File: src/rtl/counterdown_loader.sv
// counterdown_loader: loadable binary down counter with count enable,
// a registered terminal-count pulse, and one-shot / auto-reload modes.
// Serves as a programmable interval timer or delay generator.
//
// Optional build macro PRESCALE_EN: when defined, a prescaler divides the
// enabled cycles by PSC_DIV so the counter ticks once per PSC_DIV enabled
// cycles. When undefined, every enabled cycle in RUN is a tick and PSC_DIV
// has no effect.
module counterdown_loader #(
  parameter int WIDTH   = 4,
  parameter int PSC_DIV = 4
) (
  input  logic             clk,
  input  logic             rst,
  input  logic             load,
  input  logic [WIDTH-1:0] din,
  input  logic             en,
  input  logic             auto_reload,
  output logic [WIDTH-1:0] cntr,
  output logic             tc,
  output logic             busy,
  output logic             done
);

  typedef enum logic [1:0] {
    IDLE = 2'd0,
    RUN  = 2'd1,
    DONE = 2'd2
  } state_e;

  state_e           state_q, state_d;
  logic [WIDTH-1:0] cntr_q, cntr_d;
  logic [WIDTH-1:0] reload_q, reload_d;
  logic             tc_q, tc_d;
  logic             tick;

`ifdef PRESCALE_EN
  localparam int PSC_W = (PSC_DIV > 1) ? $clog2(PSC_DIV) : 1;

  logic [PSC_W-1:0] psc_q, psc_d;

  // Prescaler next state: cleared by load, advances on enabled cycles and
  // produces a tick on the enabled cycle where it wraps back to zero.
  always_comb begin
    // NOTE: every combinational output gets a default first so no path
    // leaves it unassigned, which would otherwise infer a latch.
    psc_d = psc_q;
    tick  = 1'b0;
    if (load) begin
      psc_d = '0;
    end else if (en) begin
      if (psc_q == PSC_W'(PSC_DIV - 1)) begin
        psc_d = '0;
        tick  = 1'b1;
      end else begin
        psc_d = psc_q + PSC_W'(1);
      end
    end
  end

  // Prescaler register with synchronous reset.
  always_ff @(posedge clk) begin
    if (rst) psc_q <= '0;
    else     psc_q <= psc_d;
  end
`else
  // Without a prescaler every enabled cycle is a tick.
  always_comb begin
    tick = en;
  end
`endif

  // State register; reset wins over load and tick.
  always_ff @(posedge clk) begin
    // NOTE: sequential state uses non-blocking assignments so every
    // register samples the values from before the edge, independent of
    // statement order.
    if (rst) state_q <= IDLE;
    else     state_q <= state_d;
  end

  // Next-state logic: load restarts (or idles on a zero load); a one-shot
  // count finishing moves to DONE.
  always_comb begin
    state_d = state_q;
    if (load) begin
      state_d = (din != '0) ? RUN : IDLE;
    end else if (state_q == RUN && tick && !auto_reload
                 && cntr_q <= WIDTH'(1)) begin
      // Covers the 1->0 edge in one-shot mode, and also a counter parked
      // at 0 in RUN after auto_reload was dropped: both end the count.
      state_d = DONE;
    end
  end

  // Status outputs decoded from the registered state only.
  always_comb begin
    busy = (state_q == RUN);
    done = (state_q == DONE);
  end

  // Datapath next state: load, decrement, or reload; tc only on 1->0.
  always_comb begin
    cntr_d   = cntr_q;
    reload_d = reload_q;
    tc_d     = 1'b0;
    if (load) begin
      cntr_d   = din;
      reload_d = din;
    end else if (state_q == RUN && tick) begin
      if (cntr_q != '0) begin
        cntr_d = cntr_q - WIDTH'(1);
        tc_d   = (cntr_q == WIDTH'(1));
      end else if (auto_reload) begin
        cntr_d = reload_q;
      end
    end
  end

  // Datapath registers with synchronous reset.
  always_ff @(posedge clk) begin
    if (rst) begin
      cntr_q   <= '0;
      reload_q <= '0;
      tc_q     <= 1'b0;
    end else begin
      cntr_q   <= cntr_d;
      reload_q <= reload_d;
      tc_q     <= tc_d;
    end
  end

  assign cntr = cntr_q;
  assign tc   = tc_q;

endmodule

File: config.mk
export PLATFORM = sky130hd
export DESIGN_NAME = counterdown_loader
export DESIGN_NICKNAME = d
export VERILOG_FILES = /design/src/rtl/counterdown_loader.sv
export SDC_FILE = /design/constraint.sdc
export NUM_CORES = 1
export LEC_CHECK = 0
export ABC_AREA = 1
export ABC_CLOCK_PERIOD_IN_PS = 2700
export CAP_MARGIN = 0
export CORE_MARGIN = 5
export CORE_UTILIZATION = 50
export DETAILED_ROUTE_END_ITERATION = 10
export PLACE_DENSITY = 0.86
export SYNTH_ARGS = -nofsm -noshare
export SYNTH_HDL_FRONTEND = slang
export SYNTH_SLANG_ARGS = --single-unit
File: constraint.sdc
create_clock -name clk -period 2.7 [get_ports clk]
set_input_delay 0.54 -clock clk [delete_from_list [all_inputs] [get_ports clk]]
set_output_delay 0.54 -clock clk [all_outputs]
set_load 0.05 [all_outputs]
* Word-level counts from Yosys, hierarchy flattened
Cells that the tools add are included.
** Storage, ports and cells
- Register bits :: 11
- Bits of input ports :: 9
** Cells by class
- Add/subtract/negate cells :: 1
- $lt $le $gt $ge :: 1
- Equality and inequality tests :: 3
- Multiplexer cells :: 7
- Bitwise operators :: 2
- Reductions and logical operators :: 11
** Operator list (count)
- 4-bit two-way mux :: 4
- 4-bit nonzero test :: 2
- 4-bit by 1-bit == test with 1-bit output, second input constant :: 1
- 4-bit by 1-bit less-or-equal comparator with 1-bit output, second input constant :: 1
- 2-bit two-way mux :: 2
- 2-bit nonzero test :: 2
- 4-bit OR reduction :: 1
- 4-bit by 1-bit subtractor with 4-bit output, second input constant :: 1
- 1-bit logical AND :: 3
- 3-bit nonzero test :: 1
- 2-bit by 1-bit == test with 1-bit output, second input constant :: 1
- 2-bit == test, second input constant :: 1
- 1-bit inverter :: 2
- 2-bit AND reduction :: 1
- 1-bit logical NOT :: 1
- 1-bit two-way mux :: 1

* Depth between registers and ports, before layout
- Word-level depth :: 6
- Mapped depth :: 8
- Gate-level depth less buffers :: 8

* Worst setup path before layout
OpenSTA, ideal clock, no wires.
- Kind :: reg-to-reg
- Start :: register cntr_q[0] (netlist: cntr[0])
- End :: register cntr_q[0] (netlist: cntr[0])
- Setup time :: 0.115 ns
- Data arrival time :: 1.560 ns
- Required time :: 2.585 ns
- Path slack :: 1.026 ns
- Stages on the path, launching flop included :: 9
- Buffers on the path :: 0
- Period minus slack after synthesis :: 1.674 ns
- Cell sequence :: dfxtp_1 -> inv_1 -> ha_1 -> nand3_2 -> nand2_2 -> inv_2 -> nand2_1 -> nor2_1 -> nor2_2
** On the way
- Longest elaborated chain between the ends :: 4
** RTL lines
- start: declaration :: line 32 : logic [WIDTH-1:0] cntr_q, cntr_d;
- start signal: assignment :: line 127 : cntr_q <= cntr_d;
- 4-bit by 1-bit subtractor with 4-bit output / 4-bit nonzero test (equally long branches) :: line 112, 111
- 4-bit two-way mux :: line 111 : if (cntr_q != '0) begin
- 4-bit two-way mux :: line 110 : end else if (state_q == RUN && tick) begin
- 4-bit two-way mux :: line 107 : if (load) begin
Parallel ways exist; a longest one is shown, timed or not. The select of a mux whose other input is x is not followed.
A chain may end at the register's enable or synchronous reset.

* Worst setup path in the final report
- Start :: register state_q[0]
- End :: output busy
** On the way
- Longest elaborated chain between the ends :: 1
** RTL lines
- start: declaration :: line 31 : state_e state_q, state_d;
- start signal: assignment :: line 79 : else state_q <= state_d;
- 2-bit by 1-bit == test with 1-bit output :: line 98 : busy = (state_q == RUN);
- end: declaration :: line 21 : output logic busy,
Every way passes these cells.

==> flow_summary.json <==
{
  "outcome": "complete, no violations",
  "ys_top_cells_by_area": "dfxtp_1 34%, nand2_1 14%, inv_1 6.3%, a21oi_1 6.1%, ha_1 5.7%",
  "grt_setup_unrepaired": "no",
  "fmax_ghz": 0.481,
  "dp_hpwl_um": 1140,
  "grt.busiest_layer": "met2",
  "cts_buffer_depth": 2,
  "gp_congestion": 0.901,
  "timing.hold.ws_ns": 0.455,
  "synth_warnings": 0,
  "layout-drive-gt1-share_pct": 14.2,
  "grt_pass1_wl_um": 2460,
  "ys_ff_latch": 11,
  "grtUsageMet2_pct": 25.8,
  "setup_tns_ns": 0,
  "relSlewSlack_pct": 66.7,
  "ys_seq_area_share_pct": 33.5,
  "grt_max_degree": 10,
  "critPathRequiredTime_ns": 2.16,
  "cts_buffers": 3,
  "coreArea_um2": 1270,
  "nNetsFinal": 126,
  "yosysTopAreaCellShare_pct": 33.5,
  "synth_commonest_cells": "24 x nand2_1, 11 x dfxtp_1, 11 x inv_1",
  "ir_drop_mv": 0.306,
  "first_pass_iters": 4,
  "synth_ff_type": "dfxtp_1",
  "worstSetupStartpointType": "flop",
  "fin_crit_sh_pct": 77.0,
  "synth-async-reset-ratio_pct": 0,
  "synth.most_common_cell": "nand2_1",
  "wl_per_cell_um": 11.5,
  "fin_cells": 128,
  "setup_viol": 0,
  "initial_core_util_pct": 51.8,
  "netlist_instances": 95,
  "rows": 13,
  "hold_violations": 0,
  "synth-adder-area-share_pct": 5.71,
  "drv_slew": 0,
  "drt_wl_total_um": 1480,
  "tightest_slew_ns": 0.498,
  "area_growth_syn_to_layout_pct": 28.0,
  "post_synth_num_cell_types": 27,
  "cts_tree": "done",
  "antenna_found_initial": 0,
  "drt_iter0_drc": 20,
  "synth-simple-area-share_pct": 34.1,
  "grt_use_met3_pct": 2.73,
  "syn-num-nets": 107,
  "grt_usage_pct": 16.0,
  "clk_pin_slew_worst_paths_ns": 0.07,
  "cts_resized": 0,
  "synth-xor-area-share_pct": 0,
  "die_area_um2": 2140,
  "cts_root_buf": "clkbuf_4",
  "critPathKind": "reg -> out",
  "layout_min_cycle_time_ns": 2.08,
  "synth_compound_area_share_pct": 15.6,
  "holdBufCountCts": 0,
  "drc": 0,
  "dr_total_vias": 653,
  "grt_overflow": 0,
  "postCtsSetupBuffers": 0,
  "insertion_delay_ns": 0.27,
  "diodes": 0,
  "clkSinkCount": 11,
  "synth_largest_area_cell": "dfxtp_1",
  "placed_cells": 124,
  "final_util_pct": 66.3,
  "cp.arrival_ns": 1.54,
  "maxCapViolCount": 0,
  "grt_pass1_vias": 586,
  "synth_edf_count": 0,
  "synth.avg_cell_area_um2": 6.91,
  "via_per_inst": 5.10,
  "power_leakage_uw": 0.000376,
  "synth_area_um2": 657,
  "port_buffers": 15,
  "skew_ns": 0.00146,
  "synth.area.mux_share_pct": 0,
  "fp.dieH_um": 46.2,
  "h-tree-depth": 1,
  "grtUsageMet1_pct": 20.0,
  "antenna_left": 0,
  "num_io_pins": 16,
  "hold_path_class": "reg -> reg",
  "power_density_nw_per_um2": 539,
  "synth_top_family_by_area": "simple AND/OR/NAND/NOR gates",
  "fp.dieW_um": 46.2,
  "critPathMaxFanout": 4,
  "crit_path_end_kind": "primary output"
}
## through the flow
stage | worst slack (ns) | total power [µW] | area (µm²)
after CTS | 0.618 | 453 | 841
after global placement | 0.836 | 334 | 815
after floorplan | 1.03 | 293 | 657
after global routing | 0.540 | 474 | 841
after detailed placement | 0.792 | 337 | 815
final | 0.621 | 453 | 841
## final cells by class
cell class              count  area (µm²)
clock buffers               4        26.3
fillers                   129         428
inverters                  16        61.3
multi-input cells          67         364
flip-flops and latches     11         220
well taps                  15        18.8
repair buffers             15         150
## power breakdown
part	total, µW	internal [µW]	switching [µW]
registers	183	173	10.1
logic	152	57.1	94.7
clock network	118	57.2	61.2
total	453	287	166
## critical path: stages, from the launching register on
cell and delay [ns]:
dfxtp_1 0.37, nand2_1 0.07, inv_1 0.04, clkdlybuf4s50_1 0.79
## registers in the layout, indices dropped and copies added, names as in the netlist
register,flops
tc,1
state_q,2
reload_q,4
cntr,4
## routing by layer
| metal | part of all wire, % | wire, µm |
|---|---|---|
| met4 | 0.68 | 10 |
| met2 | 47 | 700 |
| met3 | 9.1 | 134 |
| met5 | 0 | 0 |
| met1 | 43 | 629 |
## kinds of logic after synthesis
| family | count (synthesis) |
|---|---|
| buf+inv | 17 |
| compound gates | 17 |
| fa+ha+maj | 3 |
| flops | 11 |
| simple gates | 47 |
## final timing paths
| check | from | to | slack [ns] | cells after the start |
|---|---|---|---|---|
| setup / recovery | state_q[0] | busy | 0.62 | 3 |
| hold / removal | reload_q[2] | reload_q[2] | 0.45 | 2 |
| setup reg to reg | cntr[0] | cntr[0] | 1.26 | 8 |
| hold reg to reg | reload_q[2] | reload_q[2] | 0.45 | 2 |
## layout by cell type (no fill, tap or decap)
cell type	Yosys	final
ha_1	3	3
nand3_1	6	6
nand3_2	1	1
nand3b_1	1	1
nand2_1	24	24
nor2_4	1	1
nor2_1	6	6
clkdlybuf4s50_1	0	15
o21ai_1	1	1
inv_2	3	3
o211ai_1	1	1
o22ai_1	2	2
nor2_2	2	2
clkbuf_1	0	1
clkinv_2	1	1
o21ai_2	1	1
o21a_1	1	1
nor3_1	2	2
o21ai_0	1	1
a21oi_1	8	8
clkbuf_4	0	3
a21boi_1	1	1
nand4_1	1	1
a21oi_2	1	1
clkinv_1	1	1
nand2_4	1	1
inv_1	11	11
nand2_2	2	2
dfxtp_1	11	11
Note: power is estimated with default switching activity, not from simulation.
